`config.mk`:
```
export PLATFORM = sky130hd
export DESIGN_NAME = usb_sniffer_capture
export DESIGN_NICKNAME = d
export VERILOG_FILES = /design/src/rtl/usb_sniffer_pkg.sv /design/src/rtl/usb_sniffer_capture_q.sv /design/src/rtl/usb_sniffer_capture.sv
export SDC_FILE = /design/constraint.sdc
export NUM_CORES = 1
export LEC_CHECK = 0
export ABC_AREA = 0
export CAP_MARGIN = 15
export CORE_MARGIN = 2
export CORE_UTILIZATION = 45
export DETAILED_ROUTE_END_ITERATION = 7
export DONT_BUFFER_PORTS = 1
export PLACE_DENSITY = 0.64
export SLEW_MARGIN = 20
export SYNTH_ARGS = -nofsm -noshare
export SYNTH_HDL_FRONTEND = slang
export SYNTH_SLANG_ARGS = --single-unit
```
`constraint.sdc`:
```
create_clock -name clk_i -period 3.9 [get_ports clk_i]
set_clock_uncertainty 0.2 [all_clocks]
set_input_delay 1.17 -clock clk_i [delete_from_list [all_inputs] [get_ports clk_i]]
set_output_delay 1.17 -clock clk_i [all_outputs]
set_load 0.005 [all_outputs]
```
`src/rtl/usb_sniffer_pkg.sv`:
```
// Shared record encoding, field positions and FSM states for the USB sniffer capture front end.
package usb_sniffer_pkg;

    localparam logic [1:0] REC_LINE  = 2'b00;
    localparam logic [1:0] REC_START = 2'b01;
    localparam logic [1:0] REC_DATA  = 2'b10;
    localparam logic [1:0] REC_END   = 2'b11;

    localparam int REC_TYPE_LSB  = 30;
    localparam int LINE_OVF_BIT  = 18;
    localparam int LINE_LS_LSB   = 16;
    localparam int START_PID_LSB = 16;
    localparam int DATA_CNT_LSB  = 24;
    localparam int END_ERR_BIT   = 16;

    typedef enum logic [1:0] {
        ST_IDLE = 2'd0,
        ST_PID  = 2'd1,
        ST_DATA = 2'd2,
        ST_END  = 2'd3
    } state_t;

    function automatic logic [31:0] mk_line(input logic ovf, input logic [1:0] ls, input logic [15:0] ts);
        logic [31:0] r;
        r = '0;
        r[REC_TYPE_LSB +: 2]  = REC_LINE;
        r[LINE_OVF_BIT]       = ovf;
        r[LINE_LS_LSB +: 2]   = ls;
        r[15:0]               = ts;
        return r;
    endfunction

    function automatic logic [31:0] mk_start(input logic [7:0] pid, input logic [15:0] ts);
        logic [31:0] r;
        r = '0;
        r[REC_TYPE_LSB +: 2]  = REC_START;
        r[START_PID_LSB +: 8] = pid;
        r[15:0]               = ts;
        return r;
    endfunction

    function automatic logic [31:0] mk_data(input logic [1:0] cnt, input logic [23:0] bytes);
        logic [31:0] r;
        r = '0;
        r[REC_TYPE_LSB +: 2]  = REC_DATA;
        r[DATA_CNT_LSB +: 2]  = cnt;
        r[23:0]               = bytes;
        return r;
    endfunction

    function automatic logic [31:0] mk_end(input logic err, input logic [15:0] len);
        logic [31:0] r;
        r = '0;
        r[REC_TYPE_LSB +: 2]  = REC_END;
        r[END_ERR_BIT]        = err;
        r[15:0]               = len;
        return r;
    endfunction

endpackage

```
`src/rtl/usb_sniffer_capture_q.sv`:
```
// Small register FIFO for log records; an enqueue that finds no room is dropped and flagged.
module usb_sniffer_capture_q #(
    parameter int DEPTH = 4,
    parameter int W     = 32
) (
    input  logic         clk_i,
    input  logic         rst_ni,
    input  logic         enq_i,
    input  logic [W-1:0] data_i,
    input  logic         deq_i,
    output logic [W-1:0] data_o,
    output logic         full_o,
    output logic         empty_o,
    output logic         drop_o
);
    localparam int AW = $clog2(DEPTH);
    localparam logic [AW-1:0] PTR_ONE  = AW'(1);
    localparam logic [AW:0]   CNT_ONE  = (AW+1)'(1);
    localparam logic [AW:0]   CNT_FULL = (AW+1)'(DEPTH);

    logic [W-1:0]  r_mem [DEPTH];
    logic [AW-1:0] r_wptr;
    logic [AW-1:0] r_rptr;
    logic [AW:0]   r_count;
    logic          w_deq;
    logic          w_wr;

    assign full_o  = (r_count == CNT_FULL);
    assign empty_o = (r_count == '0);
    assign data_o  = r_mem[r_rptr];
    assign w_deq   = deq_i & ~empty_o;
    // A full queue still accepts a word when the head leaves in the same cycle.
    assign w_wr    = enq_i & (~full_o | w_deq);
    assign drop_o  = enq_i & full_o & ~w_deq;

    always_ff @(posedge clk_i or negedge rst_ni) begin
        if (!rst_ni) begin
            for (int i = 0; i < DEPTH; i++) r_mem[i] <= '0;
            r_wptr  <= '0;
            r_rptr  <= '0;
            r_count <= '0;
        end else begin
            if (w_wr) begin
                r_mem[r_wptr] <= data_i;
                r_wptr        <= r_wptr + PTR_ONE;
            end
            if (w_deq) r_rptr <= r_rptr + PTR_ONE;
            case ({w_wr, w_deq})
                2'b10:   r_count <= r_count + CNT_ONE;
                2'b01:   r_count <= r_count - CNT_ONE;
                default: r_count <= r_count;
            endcase
        end
    end

endmodule

```
`src/rtl/usb_sniffer_capture.sv`:
```
// UTMI receive observer: encodes packets and line-state changes into 32-bit log records for the capture FIFO.
module usb_sniffer_capture
    import usb_sniffer_pkg::*;
#(
    parameter int QUEUE_DEPTH = 4,
    parameter int TS_W        = 16
) (
    input  logic        clk_i,
    input  logic        rst_ni,
    input  logic        enable_i,
    input  logic [7:0]  utmi_data_i,
    input  logic        utmi_rxvalid_i,
    input  logic        utmi_rxactive_i,
    input  logic        utmi_rxerror_i,
    input  logic [1:0]  utmi_linestate_i,
    output logic [31:0] data_o,
    output logic        push_o,
    input  logic        accept_i,
    output logic        overflow_o,
    output logic [15:0] drop_count_o
);
    localparam logic [TS_W-1:0] TS_ONE = TS_W'(1);

    state_t          r_state;
    state_t          w_state_nxt;
    logic            r_rxact_d;
    logic [1:0]      r_ls;
    logic [TS_W-1:0] r_ts;
    logic [15:0]     r_len;
    logic            r_err;
    logic [23:0]     r_pack;
    logic [1:0]      r_cnt;
    logic            r_ovf_pend;
    logic            r_overflow;
    logic [15:0]     r_drop_cnt;

    logic            w_rise;
    logic            w_ls_chg;
    logic            w_byte;
    logic            w_err_now;
    logic [15:0]     w_ts16;
    logic            w_enq;
    logic            w_is_line;
    logic            w_reload_ts;
    logic [31:0]     w_rec;
    logic            w_drop;
    logic            w_empty;
    logic            w_full_unused;

    assign w_rise    = utmi_rxactive_i & ~r_rxact_d;
    assign w_ls_chg  = (utmi_linestate_i != r_ls);
    assign w_byte    = utmi_rxactive_i & utmi_rxvalid_i;
    assign w_err_now = r_err | utmi_rxerror_i;
    assign w_ts16    = 16'(r_ts);

    always_ff @(posedge clk_i or negedge rst_ni) begin
        if (!rst_ni) r_state <= ST_IDLE;
        else         r_state <= w_state_nxt;
    end

    always_comb begin
        w_state_nxt = r_state;
        case (r_state)
            ST_IDLE: if (enable_i && w_rise) w_state_nxt = ST_PID;
            ST_PID:  if (!utmi_rxactive_i) w_state_nxt = ST_IDLE;
                     else if (utmi_rxvalid_i) w_state_nxt = ST_DATA;
            ST_DATA: if (!utmi_rxactive_i) w_state_nxt = (r_cnt != 2'd0) ? ST_END : ST_IDLE;
            ST_END:  w_state_nxt = ST_IDLE;
            default: w_state_nxt = ST_IDLE;
        endcase
    end

    always_comb begin
        w_enq       = 1'b0;
        w_is_line   = 1'b0;
        w_reload_ts = 1'b0;
        w_rec       = '0;
        case (r_state)
            ST_IDLE: if (enable_i && !utmi_rxactive_i && w_ls_chg) begin
                w_enq       = 1'b1;
                w_is_line   = 1'b1;
                w_reload_ts = 1'b1;
                w_rec       = mk_line(r_ovf_pend, utmi_linestate_i, w_ts16);
            end
            ST_PID: if (!utmi_rxactive_i) begin
                w_enq = 1'b1;
                w_rec = mk_end(w_err_now, r_len);
            end else if (utmi_rxvalid_i) begin
                w_enq       = 1'b1;
                w_reload_ts = 1'b1;
                w_rec       = mk_start(utmi_data_i, w_ts16);
            end
            ST_DATA: if (!utmi_rxactive_i) begin
                w_enq = 1'b1;
                w_rec = (r_cnt != 2'd0) ? mk_data(r_cnt, r_pack) : mk_end(w_err_now, r_len);
            end else if (utmi_rxvalid_i && r_cnt == 2'd2) begin
                w_enq = 1'b1;
                w_rec = mk_data(2'd3, {utmi_data_i, r_pack[15:0]});
            end
            ST_END: begin
                w_enq = 1'b1;
                w_rec = mk_end(r_err, r_len);
            end
            default: ;
        endcase
    end

    always_ff @(posedge clk_i or negedge rst_ni) begin
        if (!rst_ni) begin
            r_rxact_d <= 1'b0;
            r_ls      <= 2'b00;
            r_ts      <= '0;
        end else begin
            r_rxact_d <= utmi_rxactive_i;
            // A packet starting alongside a line change absorbs the change silently.
            if (r_state == ST_IDLE && enable_i && (!utmi_rxactive_i || w_rise))
                r_ls <= utmi_linestate_i;
            if (w_reload_ts)     r_ts <= TS_ONE;
            else if (r_ts != '1) r_ts <= r_ts + TS_ONE;
        end
    end

    always_ff @(posedge clk_i or negedge rst_ni) begin
        if (!rst_ni) begin
            r_len  <= '0;
            r_err  <= 1'b0;
            r_pack <= '0;
            r_cnt  <= '0;
        end else begin
            if (r_state == ST_IDLE && enable_i && w_rise) begin
                r_len  <= '0;
                r_err  <= 1'b0;
                r_pack <= '0;
                r_cnt  <= '0;
            end
            if ((r_state == ST_PID || r_state == ST_DATA) && utmi_rxerror_i) r_err <= 1'b1;
            if (r_state == ST_PID && w_byte) r_len <= 16'd1;
            if (r_state == ST_DATA && w_byte) begin
                if (r_len != '1) r_len <= r_len + 16'd1;
                case (r_cnt)
                    2'd0: begin r_pack[7:0]  <= utmi_data_i; r_cnt <= 2'd1; end
                    2'd1: begin r_pack[15:8] <= utmi_data_i; r_cnt <= 2'd2; end
                    default: begin r_pack <= '0; r_cnt <= 2'd0; end
                endcase
            end
        end
    end

    always_ff @(posedge clk_i or negedge rst_ni) begin
        if (!rst_ni) begin
            r_ovf_pend <= 1'b0;
            r_overflow <= 1'b0;
            r_drop_cnt <= '0;
        end else begin
            if (w_drop) begin
                r_ovf_pend <= 1'b1;
                r_overflow <= 1'b1;
                if (r_drop_cnt != 16'hFFFF) r_drop_cnt <= r_drop_cnt + 16'd1;
            end else if (w_is_line) begin
                r_ovf_pend <= 1'b0;
            end
        end
    end

    usb_sniffer_capture_q #(
        .DEPTH (QUEUE_DEPTH),
        .W     (32)
    ) u_q (
        .clk_i   (clk_i),
        .rst_ni  (rst_ni),
        .enq_i   (w_enq),
        .data_i  (w_rec),
        .deq_i   (accept_i),
        .data_o  (data_o),
        .full_o  (w_full_unused),
        .empty_o (w_empty),
        .drop_o  (w_drop)
    );

    assign push_o       = ~w_empty;
    assign overflow_o   = r_overflow;
    assign drop_count_o = r_drop_cnt;

endmodule

```
Word-level counts from Yosys, hierarchy flattened --
Index checks and enable logic that the tools add are counted.
Operators by class: equality and inequality tests 15, multipliers 0, reductions and logical operators 26, bitwise operators 14, mux-type cells 47, order comparisons 3, add/subtract/negate cells 7, div/mod/pow operators 0, shift-type cells 0
Operators with widths (count):
- $mux 32 | 6
- $bwmux 128 | 1
- $pmux 32 s4 | 1
- $mux 16 | 6
- $bmux 32 s2 | 1
- $demux 32 s2 | 1
- $mux 31 | 2
- $add 16x1->16 const B | 3
- $mux 24 | 2
- $ne 16x16->1 const B | 3
- $pmux 8 s2 | 2
- $mux 19 | 1
- $mux 2 | 7
- $reduce_bool 2->1 | 6
- $logic_and 1x1->1 | 11
- $mux 1 | 11
- $eq 2x2->1 const B | 4
- $mux 8 | 1
- $pmux 2 s4 | 1
- $and 1x1->1 | 6
- $eq 2x1->1 const B | 3
- $ge 3x3->1 const B | 2
- $not 2->3 | 2
- $pmux 3 s2 | 1
- other kinds (20) | 28
Storage, ports and cells: input bits 17, bits in latches 0, memory bits (writable) 0, output and inout port bits 50, bits in read-only memories 0, word-level logic and storage cells 130, memories 0, bits in registers 217

Logic depth before layout (Yosys ltp) --
word-level depth 8, mapped depth 12, mapped depth without buffers 11

Cells and area by module --
A second synthesis with hierarchy kept.
Second synthesis, totals: cells, all modules 860, area total of the unflattened synthesis 10849.2 µm²
Modules (own cells, without submodules):
- usb_sniffer_capture_q | area each 5979.5 µm², times used 1, cells an instance 350
- usb_sniffer_capture | area each 4869.7 µm², times used 1, cells an instance 510

Worst setup path before layout --
OpenSTA, ideal clock, no wires.
path kind input -> register, from input port utmi_rxvalid_i, to register u_q.r_count[2], cell stages on the path 10, slack 547 ps, data arrival time 3074 ps, buffers on the path 1, path through buf_2 > nor3b_1 > nor3_1 > o31ai_1 > ha_1 > inv_1 > fa_1 > xor2_1 > nor2_1 > xor2_1
Between the ends: cells in the longest elaborated chain, start to end 7
RTL lines:
- start: declaration | RTL line usb_sniffer_capture.sv:12 | input logic utmi_rxvalid_i,
- $logic_and 1x1->1 | RTL line usb_sniffer_capture.sv:96 | end else if (utmi_rxvalid_i && r_cnt == 2'd2) begin
- $mux 1 | RTL line usb_sniffer_capture.sv:96
- $mux 1 | RTL line usb_sniffer_capture.sv:93 | ST_DATA: if (!utmi_rxactive_i) begin
- $pmux 1 s4 (*) | RTL line usb_sniffer_capture.sv:78 | case (r_state)
- $and 1x1->1 (*) | RTL line usb_sniffer_capture_q.sv:33 | assign w_wr = enq_i & (~full_o | w_deq);
- $eq 2x1->1 / $eq 2x2->1 (equally long branches) | RTL line usb_sniffer_capture_q.sv:48 | case ({w_wr, w_deq})
- $pmux 3 s2 / $reduce_bool 2->1 (equally long branches)
- end signal: assignment | RTL line usb_sniffer_capture_q.sv:49 | 2'b10: r_count <= r_count + CNT_ONE;
- end signal: assignment | RTL line usb_sniffer_capture_q.sv:50 | 2'b01: r_count <= r_count - CNT_ONE;
- end signal: assignment | RTL line usb_sniffer_capture_q.sv:51 | default: r_count <= r_count;
- end: declaration | RTL line usb_sniffer_capture_q.sv:24 | logic [AW:0] r_count;
Mark *: on every way between the ends. The rest lies on a longest branch, timed or not. A chain may end at the register's enable or synchronous reset.

Final worst setup path --
from register r_state[0], to register u_q.r_count[2]
Between the ends: cells in the longest elaborated chain, start to end 5
RTL lines:
- start: declaration | RTL line usb_sniffer_capture.sv:24 | state_t r_state;
- start signal: assignment | RTL line usb_sniffer_capture.sv:58 | else r_state <= w_state_nxt;
- $eq 2x2->1 (tied with other cells) | RTL line usb_sniffer_capture.sv:78
- $pmux 1 s4 (*) | RTL line usb_sniffer_capture.sv:78
- $and 1x1->1 (*) | RTL line usb_sniffer_capture_q.sv:33
- $eq 2x1->1 / $eq 2x2->1 (equally long branches) | RTL line usb_sniffer_capture_q.sv:48
- $pmux 3 s2 / $reduce_bool 2->1 (equally long branches)
Marks and branches as above.

==> impl_results.md <==
* Status: completed
* Hold WC Path Type: input pin to async pin
* WP data required at 4.13 ns
* Setup TNS at 0 ns
* Register area share after synthesis at 0.515
* Slew Limit Fails at 0
* Synth Area per Inst at 10.3 um2
* Syn Inst Count at 947
* Die span in x at 151 um
* EDFF count, synth at 0
* Row cnt at 53
* Root Buffer: clkbuf_16
* R2R Path Start: r_state[0]
* Setup Buffers After CTS at 0
* Detail Route Antenna Nets at 0
* Commonest non-fill, non-tap cell in the layout: dfrtp_1
* Worst Path Arrival at 3.52 ns
* Skew-Pair Late Insertion Delay at 0.51 ns
* #FFs+latches synth at 201
* Post-synth top area cell: dfrtp_1
* CORE AREA at 21200 um2
* First-pass GRT wire length at 37.2 mm
* Min Tclk post-route at 3.29 ns
* Cell internal pwr at 0.00537 W
* GRT Residual Overflow at 0
* Die H at 151 um
* Clk pwr share at 0.258
* Cts hold-fix bufs at 0
* Fraction of registers with async set/reset at 1.00
* Final setup vio count at 0
* Top-area cell type share of the netlist area at 0.515
* Per-cell routed wire length at 18.7 um
* Area contributors post-synth: dfrtp_1 (51%), a21oi_1 (8.0%), mux4_2 (6.5%), nor2_1 (5.4%), mux2i_1 (1.7%)
* Crit path buffers/inverters at 1
* Routability cong. at 0.847
* Layout cells sized above 1 at 0.109
* Synthesis Warnings at 0
* Max Clock Freq at 304 MHz
* Worst reg2reg path depth at 10
* Worst Max-Slew Pin Slew at 0.843 ns
* Largest net degree at the start of global routing at 202
* Sequential share of power at 0.410
* R2R Setup Slk at 0.61 ns
* Net count, final at 958
* Pleak at 4.58 nW
* DRT iter0 DRCs at 541
* Count of cell types in the netlist at 56
* Power density cells at 758 nW/um2
* DRC at 0
* Synth Flop Type: dfrtp_1
* DR pass1 iterations at 5
* Commonest cells after routing, fill and taps aside: dfrtp_1 (200), a21oi_1 (156), nor2_1 (141)
* GRT Total Usage at 0.205
* Initial Util at 0.462
* # diodes at 0
* NetSw at 0.00282 W
* Clock slew at reported path FFs at 0.06 ns
* Final wirelength at 22.8 mm
* Area Overhead vs Synth at 10.4%
* RSZ-0062 raised after global routing: no
* Sink Count at 201
* Worst vdd ir at 374 uV
* Critical Path Start: r_state[0]
* CP top delay family: adder cells
* H-tree depth at 1
* Final hold violations at 0
* Critical Path Stages at 10
* Max incr delay on CP at 0.55 ns
* Clock Path Buffers at 3
* Initial antenna violation count at 0
* Synthesized area at 9780 um2
* CTS tree: yes
* CP Class: flop to flop
* CTS buffer count at 23
* I/O pins at 67
* Switching share of power at 0.344
* Finished Core Util at 0.510
* Crit path to: u_q.r_count[2]
* Startpoint types: flop
* Die area at 22900 um2
* CP Cell Sequence: ha_1 -> nor3b_1 -> nor3_1 -> o31ai_1 -> ha_1 -> inv_1 -> fa_1 -> xor2_1 -> nor2_1 -> xor2_1
* Vias/cell at 5.82
* Period utilisation layout at 0.843
* Post-DP HPWL at 14.8 mm
* Rel. slew slack at 0.438
* Comb pwr share at 0.333
* Post-CTS resize count at 0
* Worst Setup End Kind: flop
* DR vias at 7100
* Worst r2r dst: u_q.r_count[2]
* PortBufs at 0
* Slowest CP cell: o31ai_1
* Max Cap Viol at 0
* Vias in the first global route at 6874
* Worst-path maximum fanout at 20
[state kept, by name, summed over array words and instances, names as in the netlist]
| name | flops |
|---|---|
| r_cnt | 2 |
| r_ls | 2 |
| r_ts | 16 |
| overflow_o | 1 |
| u_q.r_count | 3 |
| r_pack | 24 |
| u_q.r_wptr | 2 |
| r_state | 2 |
| u_q.r_rptr | 2 |
| r_err | 1 |
| r_rxact_d | 1 |
| drop_count_o | 16 |
| r_len | 16 |
| u_q.r_mem | 112 |
| r_ovf_pend | 1 |
[synthesized netlist by cell type, types with 3 or more instances]
library cell	instances
a21o_1	4
a211oi_1	8
o31ai_1	18
a31oi_2	5
nor2_1	141
mux4_2	28
nand3_1	29
nor2b_1	5
buf_1	6
and3_1	14
a21oi_1	156
nand2b_1	3
nand2_1	38
a22o_1	16
dfrtp_1	201
a31oi_1	4
buf_4	5
clkbuf_1	32
and2_1	11
a22oi_1	6
inv_1	23
mux2i_1	17
ha_1	12
mux2_2	6
o21ai_0	19
nand4_1	16
nor3_1	11
xor2_1	14
nor4_1	5
or3_1	3
xnor2_1	19
buf_2	19
o211ai_1	20
[power groups by stage]
stage	sequential, W	clock (W)	combinational (W)
after floorplan	0.00321	0	0.00223
after global placement	0.00336	0	0.00269
after detailed placement	0.00339	0	0.00275
after CTS	0.00336	0.00216	0.00276
after global routing	0.00346	0.00225	0.00308
final	0.00335	0.00211	0.00272
[cell type report]
class	instances	area, um2
Timing Repair Buffer	17	178
Tap cell	275	344
Clock buffer	31	656
Multi-Input combinational cell	662	4410
Fill cell	1898	10400
Clock inverter	10	92.6
Inverter	23	86.3
Sequential cell	201	5030
[kinds of logic (layout without fill, tap and decap cells)]
| kind of cell | count (synthesis) | after routing | synth area share |
|---|---|---|---|
| AND/OR/NAND/NOR | 289 | 289 | 0.138 |
| AO/OA/AOI/OAI | 270 | 270 | 0.169 |
| flip-flops | 201 | 201 | 0.515 |
| buffers and inverters | 87 | 81 | 0.0393 |
| multiplexers | 51 | 51 | 0.0888 |
| XOR/XNOR | 35 | 35 | 0.0329 |
| adder cells (fa/ha/maj) | 13 | 13 | 0.0174 |
| other | 1 | 4 | 0.000384 |
[worst reg2reg max path: stages, from the launching register on]
cell,delay [ns]
dfrtp_1,0.40
ha_1,0.48
nor3b_1,0.35
nor3_1,0.11
o31ai_1,0.55
ha_1,0.29
inv_1,0.06
fa_1,0.37
xor2_1,0.15
nor2_1,0.11
xor2_1,0.15
[stage by stage]
step                area (um2)  hold WS [ns]  total power (W)  std cells  setup slack [ns]
floorplan                 9790         0.246          0.00544        950             0.547
global placement         10000         0.269          0.00604       1178             0.514
detailed placement       10000         0.274          0.00614       1178             0.446
CTS                      10800         0.130          0.00828       1219             0.640
global route             10800         0.126          0.00879       1219             0.326
finish                   10800         0.148          0.00818       1219             0.612
[layer usage]
| layer | wire length (um) | vias up | GRT usage |
|---|---|---|---|
| li1 | - | 3367 | - |
| met2 | 10200 | 170 | 0.306 |
| met1 | 10800 | 3542 | 0.306 |
| met4 | 334 | 0 | 0.0467 |
| met3 | 1390 | 21 | 0.0443 |
| met5 | 0 | - | 0 |
[how the worst min path moves through the flow]
stage                     slack, ns  depth (start not counted)             to       start
after floorplan                0.25                          2     r_ovf_pend  r_ovf_pend
after global placement         0.27                          1     r_pack[20]  r_pack[20]
after detailed placement       0.27                          1     r_pack[22]  r_pack[22]
after CTS                      0.13                          0  u_q.r_mem[72]      rst_ni
after global routing           0.13                          0  u_q.r_mem[75]      rst_ni
final                          0.15                          0  u_q.r_mem[72]      rst_ni
Power figures use the tool's default switching activity.
